===== config.mk =====
export PLATFORM = sky130hd
export DESIGN_NAME = merge_ctrl_param
export DESIGN_NICKNAME = d
export VERILOG_FILES = /design/src/rtl/merge_ctrl_param.sv
export SDC_FILE = /design/constraint.sdc
export NUM_CORES = 1
export LEC_CHECK = 0
export BUFFER_PORTS_ARGS = -buffer_cell sky130_fd_sc_hd__buf_2
export CORE_UTILIZATION = 46
export CTS_CLUSTER_DIAMETER = 200
export CTS_CLUSTER_SIZE = 8
export DETAILED_ROUTE_END_ITERATION = 6
export GPL_TIMING_DRIVEN = 0
export PLACE_DENSITY = 0.72
export REMOVE_ABC_BUFFERS = 1
export SLEW_MARGIN = 20
export SYNTH_ARGS = -nofsm -noshare
export SYNTH_HDL_FRONTEND = slang
export SYNTH_SLANG_ARGS = --single-unit

===== constraint.sdc =====
create_clock -name i_clk -period 4.6 [get_ports i_clk]
set_clock_uncertainty 0.05 [all_clocks]
set_input_delay 0.92 -clock i_clk [delete_from_list [all_inputs] [get_ports i_clk]]
set_output_delay 0.92 -clock i_clk [all_outputs]
set_load 0.02 [all_outputs]

===== src/rtl/merge_ctrl_param.sv =====
// Two-way merge of sorted, zero-terminated record runs into one sorted run.
// Dequeue decisions are combinational; the write port and run bookkeeping are registered.
module merge_ctrl_param #(
  parameter int DATA_W  = 32,
  parameter int KEY_W   = 32,
  parameter bit DESCEND = 1'b0,
  parameter int CNT_W   = 16
) (
  input  logic              i_clk,
  input  logic              i_rst,
  input  logic [DATA_W-1:0] i_a_data,
  input  logic              i_a_empty,
  output logic              o_a_deq,
  input  logic [DATA_W-1:0] i_b_data,
  input  logic              i_b_empty,
  output logic              o_b_deq,
  input  logic              i_out_full,
  output logic              o_out_wr,
  output logic [DATA_W-1:0] o_out_data,
  output logic              o_stall,
  output logic              o_run_done,
  output logic [CNT_W-1:0]  o_run_count
);

  typedef enum logic [1:0] {
    MERGE   = 2'd0,
    DRAIN_A = 2'd1,
    DRAIN_B = 2'd2
  } state_t;

  state_t            state, state_next;
  logic [KEY_W-1:0]  key_a, key_b;
  logic              ta, tb, a_wins, stall;
  logic              wr_next, done_next;
  logic [DATA_W-1:0] data_next;

  assign key_a = i_a_data[DATA_W-1 -: KEY_W];
  assign key_b = i_b_data[DATA_W-1 -: KEY_W];
  assign ta    = !i_a_empty && (i_a_data == '0);
  assign tb    = !i_b_empty && (i_b_data == '0);

  // Ties always favour A, in both directions.
  if (DESCEND) begin : g_desc
    assign a_wins = (key_a >= key_b);
  end else begin : g_asc
    assign a_wins = (key_a <= key_b);
  end

  always_comb begin
    stall = 1'b1;
    if (!i_rst) begin
      case (state)
        MERGE:   stall = i_out_full | i_a_empty | i_b_empty;
        DRAIN_A: stall = i_out_full | i_a_empty;
        DRAIN_B: stall = i_out_full | i_b_empty;
        default: stall = 1'b1;
      endcase
    end
  end

  assign o_stall = stall;

  // NOTE: every output of this block gets a default first so no path can infer a latch.
  always_comb begin
    state_next = state;
    o_a_deq    = 1'b0;
    o_b_deq    = 1'b0;
    wr_next    = 1'b0;
    data_next  = '0;
    done_next  = 1'b0;
    case (state)
      MERGE: if (!stall) begin
        wr_next = 1'b1;
        if (ta && tb) begin
          o_a_deq   = 1'b1;
          o_b_deq   = 1'b1;
          done_next = 1'b1;
        end else if (ta) begin
          o_b_deq    = 1'b1;
          data_next  = i_b_data;
          state_next = DRAIN_B;
        end else if (tb) begin
          o_a_deq    = 1'b1;
          data_next  = i_a_data;
          state_next = DRAIN_A;
        end else if (a_wins) begin
          o_a_deq   = 1'b1;
          data_next = i_a_data;
        end else begin
          o_b_deq   = 1'b1;
          data_next = i_b_data;
        end
      end
      // The idle run's terminator is still parked at its FIFO head; it is popped with ours.
      DRAIN_A: if (!stall) begin
        wr_next = 1'b1;
        o_a_deq = 1'b1;
        if (ta) begin
          o_b_deq    = 1'b1;
          done_next  = 1'b1;
          state_next = MERGE;
        end else begin
          data_next = i_a_data;
        end
      end
      DRAIN_B: if (!stall) begin
        wr_next = 1'b1;
        o_b_deq = 1'b1;
        if (tb) begin
          o_a_deq    = 1'b1;
          done_next  = 1'b1;
          state_next = MERGE;
        end else begin
          data_next = i_b_data;
        end
      end
      default: state_next = MERGE;
    endcase
  end

  // NOTE: sequential state uses non-blocking assignments so all registers update together.
  always_ff @(posedge i_clk) begin
    if (i_rst) begin
      state       <= MERGE;
      o_out_wr    <= 1'b0;
      o_out_data  <= '0;
      o_run_done  <= 1'b0;
      o_run_count <= '0;
    end else begin
      state      <= state_next;
      o_out_wr   <= wr_next;
      o_run_done <= done_next;
      if (wr_next) o_out_data <= data_next;
      if (done_next) o_run_count <= o_run_count + CNT_W'(1);
    end
  end

endmodule

; Yosys cells after proc, flatten, opt, wreduce, memory -nomap -nowiden
; Index checks and enable logic that the tools add are counted.
[op_classes]
n_addsub = 1
n_lt_le_gt_ge = 1
eq_ne = 9
n_mux = 42
bitwise = 3
reduce_logical = 10
[ops]
columns = cell, count
row1 = 32-bit 2-to-1 mux, 9
row2 = 32-bit case mux with 3 select lines, 1
row3 = 32-bit logical NOT, 2
row4 = 32-bit less-or-equal comparator, 1
row5 = 1-bit 2-to-1 mux, 19
row6 = 16-bit by 1-bit adder with 16-bit output (second input constant), 1
row7 = 2-bit 2-to-1 mux, 8
row8 = 2-bit inequality test (second input constant), 6
row9 = 1-bit case mux with 3 select lines, 4
row10 = 7-bit AND reduction, 1
row11 = 2-bit case mux with 3 select lines, 1
row12 = 1-bit logical AND, 3
row13 = 3-bit inequality test (second input constant), 1
row14 = 1-bit bitwise OR, 3
row15 = 3-bit OR reduction, 1
row16 = 2-bit by 1-bit == test with 1-bit output (second input constant), 1
row17 = 2-bit == test (second input constant), 1
row18 = 1-bit logical NOT, 2
row19 = 2-bit logical NOT, 1
[word_totals]
reg_bits = 52

; Logic depth before layout (Yosys ltp)
[depth]
word_depth = 7
depth_mapped = 10

; Worst setup path before layout
; No wires, ideal clock.
[synth_path]
path_kind = input-to-output
startpoint = in i_b_data[11]
endpoint = out o_a_deq
t_arrival_ns = 2.876
setup_slack_ns = 0.754
path_stages = 9
path_buffers = 0
path_cell_list = inv_1 -> ha_1 -> a21oi_1 -> o21a_1 -> o2bb2ai_1 -> o41a_1 -> o21ai_1 -> a21oi_1 -> o31ai_1
[synth_via]
elab_chain_len = 7
[synth_rtl]
columns = element, line
row1 = start: declaration, 14  ; input logic [DATA_W-1:0] i_b_data,
row2 = 32-bit less-or-equal comparator / 32-bit logical NOT (equally long branches), "46, 40"
row3 = 1-bit 2-to-1 mux / 1-bit logical AND (equally long branches), "86, 40"
row4 = 1-bit 2-to-1 mux, 82  ; end else if (tb) begin
row5 = 1-bit 2-to-1 mux, 78  ; end else if (ta) begin
row6 = 1-bit 2-to-1 mux, 74  ; if (ta && tb) begin
row7 = 1-bit 2-to-1 mux, 72  ; MERGE: if (!stall) begin
row8 = 1-bit case mux with 3 select lines (*), 71  ; case (state)
row9 = end: declaration, 13  ; output logic o_a_deq,
; Every way passes the cells marked *; elsewhere a longest branch is shown, timed or not.

; Final worst setup path
[layout_path]
startpoint = in i_b_data[27]
endpoint = out o_b_deq
[layout_via]
elab_chain_len = 7
[layout_rtl]
columns = element, line
row1 = 32-bit less-or-equal comparator / 32-bit logical NOT (equally long branches), "46, 40"
row2 = 1-bit 2-to-1 mux / 1-bit logical AND (equally long branches), "86, 40"
row3 = 1-bit 2-to-1 mux, 82
row4 = 1-bit 2-to-1 mux, 78
row5 = 1-bit 2-to-1 mux (*), 74
row6 = 1-bit 2-to-1 mux (*), 72
row7 = 1-bit case mux with 3 select lines (*), 71
row8 = end: declaration, 16  ; output logic o_b_deq,
; Marked as above.

==> summary.txt <==
Detailed routing
  – Antenna viol nets, final: 0
  – Final wirelength: 13.4 mm
  – Average wire per standard cell: 17.2 µm
  – DRC: 0
  – Via count: 4,965
  – First-pass iteration count of the detailed router: 5
  – Iteration-0 DRC Markers: 347
  – Via density: 6.35

Yosys
  – Primary FF master, synth: dfxtp_1
  – Post-Synth Adder-Cell Area: 0.0987
  – Post-synthesis mux area share: 0.00239
  – Async SR Flop Fraction: 0
  – Sequential area share after synthesis: 0.249
  – Largest family of logic cells by synthesized area: simple AND/OR/NAND/NOR gates
  – Mean Syn Cell Area: 7.26 µm²
  – Netlist cell types: 44
  – Synth Area in XOR/XNOR: 0.0209
  – #FFs+latches synth: 52
  – Simple-Gate Fraction of Synth Area: 0.346
  – Compound-Gate Fraction of Synth Area: 0.212
  – Cells after Synth: 576
  – Post-synth design cell area: 4180 µm²
  – Post-synth EDFFs: 0
  – Warnings, synthesis: 0

Die
  – Ports: 122
  – Num rows: 34
  – Core Area: 8760 µm²
  – Die width: 97.3 µm
  – Initial Utilization: 0.477
  – DIE AREA: 9480 µm²
  – DIE HEIGHT: 97.3 µm

Pwr
  – P_sw: 0.000344 W
  – Clock share of power: 0.290
  – Sequential power share: 0.464
  – Lkg Pwr: 2.43 nW
  – Peak supply drop: 0.000122 V
  – Comb pwr share: 0.246
  – Cell Int Power: 0.000661 W
  – Pwr dens: 198 nW/µm²
  – Sw frac: 0.342

Clock network
  – Hold Buf Count CTS: 0
  – Root Driver: clkbuf_8
  – Maximum clock insertion buffer count: 2
  – Clk pin slew, worst setup/hold paths: 0.11 ns
  – Total CTS buffers: 5
  – H-tree level count: 2
  – CTS tree: built
  – Clock sinks: 52
  – Worst-Skew Late Latency: 0.32 ns

Flow run
  – Max_cap viols: 0

Timing
  – Worst-margin pin slew: 1.08 ns
  – Final Hold Viols: 0
  – Hold_ws: 0.454 ns
  – Slew headroom: 0.278
  – Setup ws final: 0.0751 ns
  – Post-layout min period: 4.52 ns
  – Pins Over Slew Limit: 0
  – Crit share post-route: 0.984
  – Max frequency: 0.221 GHz
  – Final setup vio count: 0

Worst setup path
  – Crit path launch type: input port
  – Critical R2R Capture: o_out_data[5]$_SDFFE_PP0P_
  – Critical path class: input port to output port
  – Reg2Reg Depth: 10
  – Critical Path AT: 3.55 ns
  – Reg-to-reg slack, setup: 1.02 ns
  – Crit path max fanout: 32
  – CP endpoint kind: output port
  – Critical Path RT: 3.63 ns
  – RR Startpoint: state[0]$_SDFFE_PP0P_

Global route
  – Overall routing resource usage: 0.280
  – Initial antenna violation count: 0
  – First-pass GRT wire length: 22.1 mm
  – Largest net degree at the start of global routing: 54
  – Congestion Overflow GR: 0
  – Vias in the first global route: 4,584

Place
  – Port Buf Inserts: 121
  – Placer Congestion: 0.783
  – Dpl ws: -0.718 ns
  – Placed insts: 771
  – Post-place instance area: 4950 µm²
  – DP HPWL: 9.59 mm

Cells and area
  – Nets@finish: 774
  – Layout Cells excl Fill: 782
  – P&R area growth vs syn: 21.5%
  – Commonest non-fill, non-tap cells in the layout: 121 x buf_2, 83 x nor2_1, 69 x nand3_1
  – Layout cells sized above 1: 0.232
  – Fillers: 832
  – Post-route cell area: 5080 µm²
  – Commonest non-fill, non-tap cell in the layout: buf_2

Min path
  – Hold depth: 2
  – Hold path start: o_run_count[5]$_SDFFE_PP0P_
  – Hold WC Path Type: register to register
  – Worst min-delay path endpoint: o_run_count[5]$_SDFFE_PP0P_

Run status
  – Outcome: finished clean
## cell type report
class / count / area [µm²] / share of cell area
multi-input cells: 446 / 2890 / 0.569
flip-flops and latches: 52 / 1040 / 0.205
repair buffers: 133 / 786 / 0.155
well taps: 108 / 135 / 0.0266
inverters: 34 / 129 / 0.0254
clock buffers: 5 / 68.8 / 0.0135
clock inverters: 3 / 26.3 / 0.00517
diodes: 1 / 2.50 / 0.000492
## layer usage
layer / routed length [µm] / global-route usage / vias up
met5: 0 / 0 / -
met4: 255 / 0.0973 / 0
met3: 1170 / 0.0439 / 24
met2: 6430 / 0.485 / 249
met1: 5560 / 0.353 / 2353
li1: - / - / 2339
## worst max path at each step
stage                                  end  cells after the start          from  slack [ns]
6_report                           o_b_deq                     11  i_b_data[27]        0.08
2_1_floorplan  o_out_data[28]$_SDFFE_PP0P_                      7     i_b_empty       -0.43
3_5_place_dp    o_out_data[9]$_SDFFE_PP0P_                     11         i_rst       -0.72
3_3_place_gp   o_out_data[28]$_SDFFE_PP0P_                      8         i_rst       -2.88
4_1_cts                            o_a_deq                     10  i_b_data[20]       0.004
5_1_grt                            o_a_deq                     12   i_b_data[7]      -0.003
## power groups by stage
stage | sequential (W) | clock (W) | combinational, W
global placement | 0.000476 | 0 | 0.000220
floorplan | 0.000490 | 0 | 0.000105
finish | 0.000466 | 0.000292 | 0.000248
detailed placement | 0.000476 | 0 | 0.000240
CTS | 0.000466 | 0.000299 | 0.000242
global route | 0.000468 | 0.000320 | 0.000271
## cell usage after synthesis, types with 2 or more instances
cell,number,area share
a21oi_1,19,0.023
nor3b_1,3,0.0054
o31ai_1,2,0.0036
nand4_1,17,0.025
and4_1,2,0.0042
nand3b_1,2,0.0036
ha_1,33,0.099
nor4_1,16,0.024
o211ai_1,5,0.0090
buf_2,5,0.0060
o21a_1,2,0.0036
nor3_1,3,0.0036
clkbuf_1,38,0.034
o2111ai_1,30,0.063
inv_1,32,0.029
dfxtp_1,52,0.25
o21ai_0,7,0.0084
xor2_1,8,0.017
or3_1,5,0.0075
a21boi_0,2,0.0036
nor2_1,83,0.075
and3_1,35,0.052
nand3_1,69,0.083
nand2_1,52,0.047
a221o_1,32,0.077
nor2b_1,3,0.0045
xnor2_1,2,0.0042
## sequential cells by signal, summed over array words and instances, names as in the netlist
register,cells
o_run_done,1
o_run_count,16
o_out_data,32
o_out_wr,1
state,2
## critical path, stage by stage
cell	delay, ns
buf_2	0.12
inv_1	0.05
ha_1	0.31
nand4_1	0.13
nor4_1	0.40
nor3b_2	0.35
o41a_1	0.29
o21a_4	0.43
nor3_1	0.08
o31ai_1	0.23
buf_2	0.23
## metrics by stage
step                setup TNS [ns]  power, W   util
floorplan                   -12.93  0.000595      -
global placement            -95.75  0.000696  0.542
detailed placement          -16.39  0.000716  0.564
CTS                              0   0.00101  0.576
global route              -0.00257   0.00106  0.580
finish                           0   0.00101  0.580
## timing repair
item | in CTS | in global routing
setup endpoints to repair | 34 | 9
setup buffers | 0 | 2
resized for setup | 2 | 3
pin swaps | 0 | 1
## cells by family (layout without fill, tap and decap cells)
logic type / count (synthesis) / count (layout)
flip-flops: 52 / 52
AO/OA/AOI/OAI: 107 / 107
adder cells (fa/ha/maj): 33 / 33
multiplexers: 1 / 1
XOR/XNOR: 10 / 10
buffers and inverters: 78 / 175
AND/OR/NAND/NOR: 295 / 295
other: 0 / 1
Note: power is estimated with default switching activity, not from simulation.
